$ cat src/rtl/ex_mem_flag_stage_pkg.sv
// Shared definitions for the EX/MEM flag stage: ALU control codes, condition codes
// and a small helper for packing the NZCV register.
package ex_mem_flag_stage_pkg;

    typedef enum logic [2:0] {
        AluPassB    = 3'b000,
        AluAdd      = 3'b010,
        AluSubtract = 3'b011,
        AluAnd      = 3'b100,
        AluOr       = 3'b101,
        AluXor      = 3'b110
    } alu_cntrl_e;

    typedef enum logic [3:0] {
        CondEq = 4'b0000,
        CondNe = 4'b0001,
        CondHs = 4'b0010,
        CondLo = 4'b0011,
        CondMi = 4'b0100,
        CondPl = 4'b0101,
        CondVs = 4'b0110,
        CondVc = 4'b0111,
        CondHi = 4'b1000,
        CondLs = 4'b1001,
        CondGe = 4'b1010,
        CondLt = 4'b1011,
        CondGt = 4'b1100,
        CondLe = 4'b1101,
        CondAl = 4'b1110,
        CondNv = 4'b1111
    } cond_e;

    typedef struct packed {
        logic n;
        logic z;
        logic c;
        logic v;
    } nzcv_t;

    function automatic nzcv_t pack_nzcv(input logic n, input logic z, input logic c,
                                        input logic v);
        nzcv_t f;
        f.n = n;
        f.z = z;
        f.c = c;
        f.v = v;
        return f;
    endfunction

endpackage

$ cat src/rtl/ex_mem_flag_stage_cond_eval.sv
// Combinational evaluation of a 4-bit branch condition code against NZCV flags.
module ex_mem_flag_stage_cond_eval
    import ex_mem_flag_stage_pkg::*;
(
    input  logic [3:0] cond,
    input  logic       n,
    input  logic       z,
    input  logic       c,
    input  logic       v,
    output logic       taken
);

    always_comb begin
        taken = 1'b0;
        unique case (cond)
            CondEq: taken = z;
            CondNe: taken = !z;
            CondHs: taken = c;
            CondLo: taken = !c;
            CondMi: taken = n;
            CondPl: taken = !n;
            CondVs: taken = v;
            CondVc: taken = !v;
            CondHi: taken = c & !z;
            CondLs: taken = !c | z;
            CondGe: taken = (n == v);
            CondLt: taken = (n != v);
            CondGt: taken = !z & (n == v);
            CondLe: taken = z | (n != v);
            // NV behaves as always in this architecture.
            CondAl: taken = 1'b1;
            CondNv: taken = 1'b1;
            default: taken = 1'b0;
        endcase
    end

endmodule

$ cat src/rtl/ex_mem_flag_stage.sv
// EX/MEM pipeline register with architectural NZCV flags and registered branch resolution
// for B.cond / CBZ / CBNZ.
module ex_mem_flag_stage
    import ex_mem_flag_stage_pkg::*;
#(
    parameter int unsigned DATA_W     = 64,
    parameter int unsigned REG_ADDR_W = 5
) (
    input  logic                  clk,
    input  logic                  rst,
    input  logic                  in_valid,
    input  logic                  stall,
    input  logic                  flush,
    input  logic [DATA_W-1:0]     alu_result,
    input  logic                  alu_negative,
    input  logic                  alu_zero,
    input  logic                  alu_overflow,
    input  logic                  alu_carry_out,
    input  logic                  set_flags,
    input  logic                  cond_branch,
    input  logic                  cbz,
    input  logic                  cbnz,
    input  logic [3:0]            cond,
    input  logic [REG_ADDR_W-1:0] rd_in,
    input  logic                  reg_write_in,
    output logic                  out_valid,
    output logic [DATA_W-1:0]     result_q,
    output logic [REG_ADDR_W-1:0] rd_q,
    output logic                  reg_write_q,
    output logic                  flag_n,
    output logic                  flag_z,
    output logic                  flag_c,
    output logic                  flag_v,
    output logic                  branch_taken
);

    logic  cond_taken;
    logic  branch_d;
    nzcv_t alu_flags;

    // B.cond sees the flag register as it stands before this edge, never same-beat ALU flags.
    ex_mem_flag_stage_cond_eval u_cond_eval (
        .cond  (cond),
        .n     (flag_n),
        .z     (flag_z),
        .c     (flag_c),
        .v     (flag_v),
        .taken (cond_taken)
    );

    assign alu_flags = pack_nzcv(alu_negative, alu_zero, alu_carry_out, alu_overflow);

    // CBZ/CBNZ test the ALU zero of the PASS_B operand, not the flag register.
    always_comb begin
        branch_d = 1'b0;
        if (cond_branch) begin
            branch_d = cond_taken;
        end else if (cbz) begin
            branch_d = alu_zero;
        end else if (cbnz) begin
            branch_d = !alu_zero;
        end
    end

    always_ff @(posedge clk) begin
        if (rst) begin
            out_valid    <= 1'b0;
            result_q     <= '0;
            rd_q         <= '0;
            reg_write_q  <= 1'b0;
            branch_taken <= 1'b0;
            flag_n       <= 1'b0;
            flag_z       <= 1'b0;
            flag_c       <= 1'b0;
            flag_v       <= 1'b0;
        end else if (flush) begin
            out_valid    <= 1'b0;
            reg_write_q  <= 1'b0;
            branch_taken <= 1'b0;
        end else if (stall) begin
            out_valid    <= out_valid;
        end else if (in_valid) begin
            out_valid    <= 1'b1;
            result_q     <= alu_result;
            rd_q         <= rd_in;
            reg_write_q  <= reg_write_in;
            branch_taken <= branch_d;
            if (set_flags) begin
                flag_n <= alu_flags.n;
                flag_z <= alu_flags.z;
                flag_c <= alu_flags.c;
                flag_v <= alu_flags.v;
            end
        end else begin
            out_valid    <= 1'b0;
            reg_write_q  <= 1'b0;
            branch_taken <= 1'b0;
        end
    end

endmodule

$ cat config.mk
export PLATFORM = sky130hd
export DESIGN_NAME = ex_mem_flag_stage
export DESIGN_NICKNAME = d
export VERILOG_FILES = /design/src/rtl/ex_mem_flag_stage_pkg.sv /design/src/rtl/ex_mem_flag_stage_cond_eval.sv /design/src/rtl/ex_mem_flag_stage.sv
export SDC_FILE = /design/constraint.sdc
export NUM_CORES = 1
export LEC_CHECK = 0
export ABC_AREA = 1
export BUFFER_PORTS_ARGS = -buffer_cell sky130_fd_sc_hd__buf_2
export CAP_MARGIN = 10
export CORE_ASPECT_RATIO = 1.4
export CORE_MARGIN = 5
export CORE_UTILIZATION = 30
export DETAILED_ROUTE_END_ITERATION = 8
export SYNTH_ARGS = -nofsm -noshare
export SYNTH_HDL_FRONTEND = slang
export SYNTH_SLANG_ARGS = --single-unit
$ cat constraint.sdc
create_clock -name clk -period 2.8 [get_ports clk]
set_input_delay 0.56 -clock clk [delete_from_list [all_inputs] [get_ports clk]]
set_output_delay 0.56 -clock clk [all_outputs]
set_load 0.03 [all_outputs]
# Word-level counts from Yosys, hierarchy flattened
# Index checks and enable logic that the tools add are counted.
# W data, S select, Z words.
# classes
mul	0
n_shift	0
order_cmp	0
mux	7
eq_ne	17
addsub	0
bitwise_logic	6
n_reduce_logical	10
div_mod_pow	0
# ops
op	count
$eq A4 B4 Y1 const B	8
$eq A4 B3 Y1 const B	4
$pmux W1 S15	1
$eq A4 B2 Y1 const B	2
$mux W1	6
$logic_not A1 Y1	5
$eq A4 B1 Y1 const B	1
$logic_not A4 Y1	1
$reduce_and A4 Y1	1
$reduce_or A2 Y1	2
$reduce_and A3 Y1	1
$and A1 B1 Y1	2
$not A1 Y1	2
$or A1 B1 Y1	2
$eq A1 B1 Y1	1
$ne A1 B1 Y1	1
# word_totals
latchBits	0
in_bits	87
ram_bits	0
rom_bits	0
output_inout_bits	76
n_memories	0
regBits	76
elab_cells	49

# Longest topological paths before layout
# depth
ltp_word	5
depth_mapped	12
ltp_nobuf	12

# Hierarchy
# A second synthesis with hierarchy kept.
# hier_totals
hier_cells	401
area_unflattened_um2	2914.0
# by_module_without_submodules
module	cells_each	area_each_um2	instances
ex_mem_flag_stage	349	2681.3	1
ex_mem_flag_stage_cond_eval	52	232.7	1

# Worst setup path after synthesis
# No wires, ideal clock.
# synth_timing
path_kind	input-to-reg
from	input port stall
to	register result_q[10]
arrival_time_ns	1.277
path_buffers	2
path_stages	8
path_slack_ns	1.408
required_ns	2.684
cell_sequence	inv_2 -> nand2_2 -> nor2_4 -> inv_2 -> buf_4 -> buf_6 -> nor2_1 -> nor2_1
# synth_via
elab_chain_len	2
# synth_rtl
element	line_no	rtl
start: declaration	ex_mem_flag_stage.sv:12	input logic stall,
$not A1 Y1 (no source line)	--	
$reduce_and A3 Y1 (no source line)	--	
end signal: assignment	ex_mem_flag_stage.sv:84	result_q <= alu_result;
end: declaration	ex_mem_flag_stage.sv:27	output logic [DATA_W-1:0] result_q,
# Every way passes these cells.
# A chain may end at the register's enable or synchronous reset.

# Worst setup path in the final report
# layout_timing
from	input port stall
to	register flag_z
# layout_via
elab_chain_len	2
# layout_rtl
element	line_no	rtl
$not A1 Y1 (no source line)	--	
$reduce_and A4 Y1 (no source line)	--	
end signal: assignment	ex_mem_flag_stage.sv:90	flag_z <= alu_flags.z;
end: declaration	ex_mem_flag_stage.sv:31	output logic flag_z,
# Every way passes these cells.

==> key figures <==
Status
  • Outcome: complete, no violations

Setup path
  • Worst Setup End Kind: flip-flop
  • Critical Path AT: between 1500 and 2000 ps
  • CP startpoint kind: input pin
  • Highest fanout seen on the critical path: 70
  • Worst endpoint required time: approximately 3000 ps
  • Path type of the worst setup path: in2reg

Placed design
  • Placement-stage cell area: 0.00374 sq mm
  • Final estimated routing congestion in global placement: about 0.73
  • Minimum setup slack after placement: 748 ps
  • Number of placed instances, taps included: 645
  • Sum of net half-perimeters after detailed placement: 6110 um
  • Buffers on Ports: 162

Timing
  • Final worst path period share: 0.618
  • Final Max Slew Viols: 0
  • Count of final setup violators: 0
  • Max transition margin: 0.229
  • Total Neg Setup Slack: 0 ps
  • Setup repair after global routing missed its margin: false
  • Hold slack: 450 ps
  • F_max: 0.578 GHz
  • Least setup slack across all paths after layout: 1070 ps
  • Clk_skew: 3.44 ps
  • Final-report hold violation count: 0
  • Final period demand of the worst path: between 1500 and 2000 ps
  • Worst-Margin Slew: 1160 ps

Finish
  • Diode insertion count for antenna repair: 0
  • Layout cells sized above 1: 0.347
  • Area Growth Syn to Fin: 40.6%
  • Post-route core utilization: 0.429
  • NumNets Final: around 630
  • Number of standard cells in the layout, taps in and fillers out: between 600 and 700
  • Final standard cell area without fillers: 0.00406 sq mm

Job
  • Max_cap viols: 0

CTS
  • CTS root buf: sky130_fd_sc_hd__clkbuf_16
  • Cts-stage hold buffer count: 0
  • TritonCTS clock tree: yes
  • Clock sinks: 76
  • Insertion delay to the later sink of the worst-skew pair: 320 ps
  • Number of gates resized after cts: 0
  • Setup Fix Bufs, Post-CTS: 0
  • Reg clk slew, reported paths: 60 ps
  • CTS H-tree lvls: 3
  • Maximum buffer depth of the clock tree: 2
  • CTS Buf Count: 9

Floorplanning
  • Placeable core region: 0.00946 sq mm
  • Die extent in y: about 130 um
  • Initial core utilization: 0.305
  • Area of the die: 0.0117 sq mm
  • Horizontal die dimension: 92.9 um
  • Standard-cell rows: 42
  • Top-level I/O count: 163

Drt
  • Wire length reported by the detailed router: 8530 um
  • Via density per instance: 4.56
  • Average routed wire per standard cell: roughly 13 um
  • First-pass detailed-route iteration total: 5
  • Post-route DRC: 0
  • Remaining number of nets flagged by the antenna check after routing: 0
  • Via total after detailed routing: 3016
  • Starting DRT DRC Count: about 120

Logic synthesis
  • Portion of the post-synthesis area used by sequential elements: 0.527
  • Synthesized instance count: 392
  • Number of different library cells in the post-synthesis netlist: 20
  • Synthesis-stage register bit count: 76
  • Warnings from Yosys: 0
  • Avg Synthesized Cell Area: 7.37 sq um
  • Summed instance area of the synthesized netlist: 0.00289 sq mm
  • Net count after synthesis: about 480

Pwr
  • Overall power consumption: 2.74 mW
  • Reported leakage power: 2.18 nW
  • Power per cell area: 674 mW/mm^2
  • Worst VDD drop: between 0.3 and 0.4 mV

Global routing
  • Maximum number of pins on one net before global-route repair: 71
  • Global-route wire length before repair: 13500 um
  • Antenna violations before repair: 0
  • Number of global-route vias before repair: just under 3000
  • Total overflow reported by the global router: 0
  • All-layer global routing usage: 0.141

Hold path
  • Worst Hold Class: in2reg
registers in the layout (all words and copies together), names as in the netlist:
name	cells
result_q	64
rd_q	5
branch_taken	1
flag_c	1
flag_n	1
flag_v	1
flag_z	1
out_valid	1
reg_write_q	1
cell usage after synthesis:
master | instances | area share
sky130_fd_sc_hd__inv_2 | 3 | 0.0039
sky130_fd_sc_hd__buf_6 | 1 | 0.0039
sky130_fd_sc_hd__dfxtp_1 | 76 | 0.53
sky130_fd_sc_hd__o21ai_1 | 2 | 0.0035
sky130_fd_sc_hd__nand3_1 | 13 | 0.023
sky130_fd_sc_hd__nand2_2 | 2 | 0.0043
sky130_fd_sc_hd__nor2_1 | 144 | 0.19
sky130_fd_sc_hd__a21oi_2 | 2 | 0.0061
sky130_fd_sc_hd__a21oi_1 | 8 | 0.014
sky130_fd_sc_hd__nor2_2 | 2 | 0.0043
sky130_fd_sc_hd__buf_2 | 5 | 0.0087
sky130_fd_sc_hd__clkinv_1 | 1 | 0.0013
sky130_fd_sc_hd__buf_4 | 2 | 0.0052
sky130_fd_sc_hd__nor2_4 | 1 | 0.0039
sky130_fd_sc_hd__o21ai_0 | 72 | 0.12
sky130_fd_sc_hd__clkbuf_8 | 1 | 0.0048
sky130_fd_sc_hd__inv_1 | 13 | 0.017
sky130_fd_sc_hd__clkbuf_1 | 13 | 0.017
sky130_fd_sc_hd__or2_2 | 1 | 0.0022
sky130_fd_sc_hd__nand2_1 | 30 | 0.039
per-layer routing:
metal	routed length, um	part of all wire	global-route usage	vias to the layer above
met4	57	0.0067	0.0466	0
li1	-	-	-	1553
met5	0	0	0	-
met1	3500	0.41	0.155	1338
met2	4200	0.49	0.244	119
met3	776	0.091	0.0603	6
power breakdown:
group | leakage [nW] | total, mW | internal (mW) | switching (mW)
Sequential | 0.622 | 1.16 | 1.14 | 0.0262
Combinational | 1.40 | 0.361 | 0.121 | 0.241
Clock | 0.153 | 1.21 | 0.780 | 0.434
Total | 2.18 | 2.74 | 2.04 | 0.701
cell families after synthesis:
kind of cell,synth area share
DFF,0.527
buffers and inverters,0.0615
and+or+nand+nor,0.263
AOI/OAI and AO/OA,0.148
cells in the final DEF, fill, tap and decap left out, types with 2 or more instances in the layout:
master and instances:
sky130_fd_sc_hd__nand2_2 2, sky130_fd_sc_hd__inv_1 13, sky130_fd_sc_hd__buf_4 3, sky130_fd_sc_hd__nand2_1 30
sky130_fd_sc_hd__a21oi_1 8, sky130_fd_sc_hd__o21ai_1 2, sky130_fd_sc_hd__bufinv_16 2, sky130_fd_sc_hd__a21oi_2 2
sky130_fd_sc_hd__clkinv_2 2, sky130_fd_sc_hd__o21ai_0 72, sky130_fd_sc_hd__inv_2 3, sky130_fd_sc_hd__clkbuf_16 9
sky130_fd_sc_hd__nor2_1 144, sky130_fd_sc_hd__buf_2 162, sky130_fd_sc_hd__dfxtp_1 76, sky130_fd_sc_hd__nor2_2 2
sky130_fd_sc_hd__nand3_1 13
worst paths after layout:
path                  start      endpoint  slack, ps  cells past startpoint
min reg2reg     reg_write_q   reg_write_q        470                      2
max                   stall        flag_z       1070                      8
max reg2reg          flag_n  branch_taken       1490                     11
min          alu_result[42]  result_q[42]        450                      3
critical path, cell delays in order:
cell and delay, ps:
sky130_fd_sc_hd__buf_2 120, sky130_fd_sc_hd__inv_2 60, sky130_fd_sc_hd__nand2_2 70, sky130_fd_sc_hd__nor2_4 90, sky130_fd_sc_hd__buf_4 490, sky130_fd_sc_hd__nand2_2 200
sky130_fd_sc_hd__o21ai_0 210, sky130_fd_sc_hd__a21oi_1 60
final cells by class:
class | count | area [sq um]
fill | 1005 | 5400
sequential | 76 | 1520
multi-input combinational | 277 | 1190
timing repair buffer | 165 | 833
clock buffer | 10 | 229
tap | 110 | 138
clock inverter | 6 | 86.3
inverter | 17 | 63.8
(Power assumes the default switching activity.)
